--- src/rtl/sub_pipe_nbit.sv ---
// sub_pipe_nbit: two-stage pipelined chained subtractor with valid/ready on both sides.
//   Stage 1 computes {b1,d1} = in_a - in_b - bin and captures in_c.
//   Stage 2 computes {bout,diff} = d1 - c1 - b1.
// Ports:
//   clk, rst_n                  clock (rising edge), asynchronous active-low reset
//   in_valid / in_ready         input handshake (in_ready is combinational on out_ready)
//   bin, in_a, in_b, in_c       borrow in, minuend, first and second subtrahend
//   out_valid / out_ready       output handshake
//   diff, bout                  registered result and stage-2 borrow out
//   op_count                    wrapping count of completed output handshakes
`timescale 1ns/1ps

module sub_pipe_nbit #(
    parameter int unsigned REG_SIZE = 4,
    parameter int unsigned CNT_SIZE = 8
) (
    input  logic                clk,
    input  logic                rst_n,
    input  logic                in_valid,
    output logic                in_ready,
    input  logic                bin,
    input  logic [REG_SIZE-1:0] in_a,
    input  logic [REG_SIZE-1:0] in_b,
    input  logic [REG_SIZE-1:0] in_c,
    output logic                out_valid,
    input  logic                out_ready,
    output logic [REG_SIZE-1:0] diff,
    output logic                bout,
    output logic [CNT_SIZE-1:0] op_count
);

    // One extra bit so the MSB of each difference is the borrow.
    localparam int unsigned EXT_W = REG_SIZE + 1;

    logic                s1_valid;
    logic [REG_SIZE-1:0] s1_d;
    logic [REG_SIZE-1:0] s1_c;
    logic                s1_b;
    logic                s2_valid;

    logic                s1_load;
    logic                s2_load;
    logic                in_fire;
    logic                out_fire;
    logic [EXT_W-1:0]    st1_res;
    logic [EXT_W-1:0]    st2_res;

    // Handshake control and both stage subtractions.
    always_comb begin
        s2_load  = !s2_valid || out_ready;
        s1_load  = !s1_valid || s2_load;
        in_fire  = in_valid && s1_load;
        out_fire = s2_valid && out_ready;
        st1_res  = {1'b0, in_a} - {1'b0, in_b} - EXT_W'(bin);
        st2_res  = {1'b0, s1_d} - {1'b0, s1_c} - EXT_W'(s1_b);
    end

    assign in_ready  = s1_load;
    assign out_valid = s2_valid;

    // Stage 1: data only captured on an accepted input; valid follows in_valid on load.
    always_ff @(posedge clk or negedge rst_n) begin
        if (!rst_n) begin
            s1_valid <= 1'b0;
            s1_d     <= '0;
            s1_c     <= '0;
            s1_b     <= 1'b0;
        end else begin
            if (s1_load) begin
                s1_valid <= in_valid;
            end
            if (in_fire) begin
                s1_d <= st1_res[REG_SIZE-1:0];
                s1_b <= st1_res[REG_SIZE];
                s1_c <= in_c;
            end
        end
    end

    // Stage 2: holds result while stalled; a stage-1 bubble clears s2_valid.
    always_ff @(posedge clk or negedge rst_n) begin
        if (!rst_n) begin
            s2_valid <= 1'b0;
            diff     <= '0;
            bout     <= 1'b0;
        end else if (s2_load) begin
            s2_valid <= s1_valid;
            if (s1_valid) begin
                diff <= st2_res[REG_SIZE-1:0];
                bout <= st2_res[REG_SIZE];
            end
        end
    end

    // Completed-operation counter, wraps naturally.
    always_ff @(posedge clk or negedge rst_n) begin
        if (!rst_n) begin
            op_count <= '0;
        end else if (out_fire) begin
            op_count <= op_count + CNT_SIZE'(1);
        end
    end

endmodule
--- config.mk ---
export PLATFORM = sky130hd
export DESIGN_NAME = sub_pipe_nbit
export DESIGN_NICKNAME = d
export VERILOG_FILES = /design/src/rtl/sub_pipe_nbit.sv
export SDC_FILE = /design/constraint.sdc
export NUM_CORES = 1
export LEC_CHECK = 0
export ABC_CLOCK_PERIOD_IN_PS = 3730
export CAP_MARGIN = 0
export CORE_UTILIZATION = 45
export CTS_CLUSTER_SIZE = 14
export DETAILED_ROUTE_END_ITERATION = 10
export PLACE_DENSITY = 0.85
export SYNTH_ARGS = -nofsm -noshare
export SYNTH_HDL_FRONTEND = slang
export SYNTH_SLANG_ARGS = --single-unit
--- constraint.sdc ---
create_clock -name clk -period 3.73 [get_ports clk]
set_input_delay 0.746 -clock clk [delete_from_list [all_inputs] [get_ports clk]]
set_output_delay 0.746 -clock clk [all_outputs]
set_load 0.1 [all_outputs]
# Word-level counts from Yosys, hierarchy flattened
# Cells that the tools add are included.
[totals] ff_bits=24 in_bits=17 out_inout_bits=15 wordCells=20
[op_classes] n_addsub=5 reduce_logical=7
[ops] cell="$sub A4 B4 Y5" count=2
[ops] cell="$sub A5 B1 Y5" count=2
[ops] cell="$add A8 B1 Y8 const B" count=1
[ops] cell="$logic_and A1 B1 Y1" count=2
[ops] cell="$logic_not A1 Y1" count=2
[ops] cell="$logic_or A1 B1 Y1" count=2
[ops] cell="$reduce_and A2 Y1" count=1

# Longest topological paths before layout
[depth] ltp_word=4 ltp_mapped=10 mapped_depth_nobuf=10

# Worst setup path before layout
# Ideal clock, no wire load.
[synth_timing] path_kind="reg2reg" start="register s2_valid (netlist: out_valid)" end="register s1_c[0]" setup_time_ps=125 arrival_time_ps=2783 required_ps=3605 setup_slack_ps=822 stages_incl_launch_ff=4 n_path_buf=0 synth_period_minus_slack_ps=2908 cell_sequence="dfrtp_1 > nand3b_1 > nand2_1 > mux2_2"
[synth_between] elab_chain_cells=4
[synth_lines] item="start, declared" line_no="39" rtl="logic s2_valid;"
[synth_lines] item="start signal, assigned" line_no="87" rtl="s2_valid <= s1_valid;"
[synth_lines] item="$logic_not A1 Y1" line_no="50" rtl="s2_load = !s2_valid || out_ready;"
[synth_lines] item="$logic_or A1 B1 Y1" line_no="50"
[synth_lines] item="$logic_or A1 B1 Y1" line_no="51" rtl="s1_load = !s1_valid || s2_load;"
[synth_lines] item="via in_ready" line_no="20" rtl="output logic in_ready,"
[synth_lines] item="$logic_and A1 B1 Y1" line_no="52" rtl="in_fire = in_valid && s1_load;"
[synth_lines] item="end signal, assigned" line_no="75" rtl="s1_c <= in_c;"
[synth_lines] item="end, declared" line_no="37" rtl="logic [REG_SIZE-1:0] s1_c;"
# The timed path passes the listed nets, and every way through them passes these cells.
# A chain may end at the register's enable or synchronous reset.

# Final worst setup path
[layout_timing] start="register op_count[3]" end="output op_count[3]"
[layout_rtl] item="start, declared" line_no="29" rtl="output logic [CNT_SIZE-1:0] op_count"
[layout_rtl] item="start signal, assigned" line_no="100" rtl="op_count <= op_count + CNT_SIZE'(1);"
# No word-level cell between the ends.

==> impl_results.md <==
* Total die area at 3280 sq um
* Critical R2R Capture: bout
* Starting DRT DRC Count at 25
* Post-route core utilization at 60.9%
* Placer Congestion at 0.711
* Cell family with most CP delay: buffers and inverters
* Worst-path maximum fanout at 6
* Die height at 57.2 um
* FF+latch count, synth at 24
* Worst hold path depth at 2
* Yosys cell types at 23
* Max cap viols at 0
* Final instance area at 1720 sq um
* DR pass1 iterations at 7
* HP Start: diff[2]
* Layout area overhead at 25.5%
* CP endpoint kind: output port
* Post-CTS Repair Setup Buffers at 0
* Root buffer cell: clkbuf_4
* Vias/cell at 4.91
* Crit path kind: reg2out
* Reg2reg setup slack at 1.17 ns
* Final Hold Viols at 0
* Clock Path Buffers at 2
* Diode count at 0
* Mapped Cells at 125
* Ranking of synthesized cells by area: dfrtp_1 44%, ha_1 12%, xnor2_1 7.0%
* Failing checks: DRC
* Leakage at 0.000807 uW
* Worst setup SP type: flip-flop
* GRT Overall Usage at 15.2%
* Clk sinks at 24
* Setup_tns at 0 ns
* Post-synth top area share at 43.8%
* Largest net degree at the start of global routing at 25
* CP Data Required Time at 2.98 ns
* Cell chain of the critical path: clkdlybuf4s50_1
* Mapped Area at 1370 sq um
* Hold_ws at 0.488 ns
* Vias at 924
* Total gr overflow at 0
* H-tree depth at 1
* CTS hold repair buffers at 0
* IO Count at 32
* R2r worst-path depth at 9
* Sequential area share after synthesis at 43.8%
* Syn. warnings at 0
* Port buffer count at 31
* Post-Syn Area per Cell at 11.0 sq um
* Net count reported at finish at 193
* Tightest Pin Transition at 1.01 ns
* Synth area leader: dfrtp_1
* RR Startpoint: s1_d[0]
* Final Skew at 0.00428 ns
* Tcrit/Tclk final at 72.2%
* Fraction of layout cells with a size suffix above 1 at 9.55%
* DRC at 3
* Clk_lat worst skew at 0.30 ns
* Period minus WS final at 2.69 ns
* Chip width at 57.2 um
* Initial Utilization at 48.5%
* Crit path largest cell delay at 1.18 ns
* Total power at 1390 uW
* Worst path bufs/invs at 1
* Max rail drop VDD at 0.340 mV
* Clock-pin slew on the worst setup and hold paths at 0.12 ns
* Final HPWL from detailed placement at 1870 um
* Outcome: finished with violations
* Syn Nets at 159
* Cts repair resizes at 0
* FP Rows at 19
* Worst Hold Endpoint: diff[2]
* Detail Route Antenna Nets at 0
* CTS tree: built
* Initial antenna violation count at 0
* Worst slew margin at 32.7%
* Power per cell area at 807 nW/um^2
* Wire per inst at 11.7 um
* Cts bufs inserted at 3
* Core area at 2830 sq um
* Drt total wl at 2190 um
* FMAX at 371 MHz
* Arrival time worst endpoint at 1.95 ns
* First-pass GRT wire length at 3790 um
* RSZ-0062 raised after global routing: false
* Worst min-delay path class: reg2reg
* Max stage delay cell, worst path: clkdlybuf4s50_1
* Final setup fails at 0
* Slew Viols, Final at 0
* Vias in the first global route at 937
* Post-DP Area at 1700 sq um
==> cell type report <==
cell class | instances | area, sq um
fill | 244 | 1110
multi-input combinational | 81 | 686
tap | 31 | 38.8
clock buffer | 3 | 22.5
inverter | 18 | 67.6
timing repair buffer | 31 | 308
sequential | 24 | 601
==> synth_stat cells (all sizes together) <==
library cell	count
fa	4
inv	18
ha	13
nand2	15
or2	1
nor2	2
a21oi	2
nand2b	3
and3	1
mux2	6
o21ai	11
buf	2
xnor2	11
dfrtp	24
and2	1
xor2	4
nand3b	3
or2b	1
nand4	3
==> worst max path at each step <==
stage                     cells past startpoint  slack, ns     endpoint        start
after CTS                                     1       1.02  op_count[3]  op_count[3]
after global placement                        9       1.14      s1_d[3]          bin
after detailed placement                      9       1.07      s1_d[3]          bin
final                                         1       1.04  op_count[3]  op_count[3]
after floorplan                               3       0.82      s1_c[0]    out_valid
after global routing                          1       0.97  op_count[0]  op_count[0]
==> sequential cells by signal (all words and copies together), names as in the netlist <==
signal / count
s1_valid: 1
s1_d: 4
s1_b: 1
op_count: 8
out_valid: 1
bout: 1
diff: 4
s1_c: 4
==> cell families (layout without fill, tap and decap cells) <==
family | after synthesis | count (layout) | share of synthesized area, %
AO/OA/AOI/OAI | 13 | 13 | 4.74
XOR/XNOR | 15 | 15 | 9.57
adder cells (fa/ha/maj) | 17 | 17 | 17.7
buffers and inverters | 20 | 52 | 6.29
flip-flops | 24 | 24 | 43.8
multiplexers | 6 | 6 | 4.92
AND/OR/NAND/NOR | 30 | 30 | 13.0
==> metrics by stage <==
step	std cells	setup WS [ns]
after floorplan	125	0.822
after CTS	188	1.02
after global placement	185	1.14
after global routing	188	0.967
after detailed placement	185	1.07
final	188	1.04
==> layer usage <==
layer	vias to the layer above	global-route usage, %	share of wire, %
li1	464	-	-
met1	428	17.7	42
met2	30	27.6	51
met3	2	4.76	5.8
met4	0	3.14	0.64
met5	-	0	0
==> cells in the final DEF (no fill, tap or decap), types with 2 or more instances in the layout <==
cell and count:
clkdlybuf4s50_1 30, ha_1 13, nor2_1 2, fa_1 4, inv_1 18, mux2_2 6, o21ai_0 11, dfrtp_1 24
nand2b_1 3, a21oi_1 2, xor2_1 4, nand3b_1 3, xnor2_1 11, nand2_1 14, clkbuf_4 3
==> power breakdown <==
group	internal [uW]	leakage [uW]	switching, uW	total, uW
sequential	340	0.000291	79.1	419
clock	37.7	0.0000138	68.2	106
combinational	257	0.000502	608	865
No activity file was read; power rests on OpenSTA's default activity.
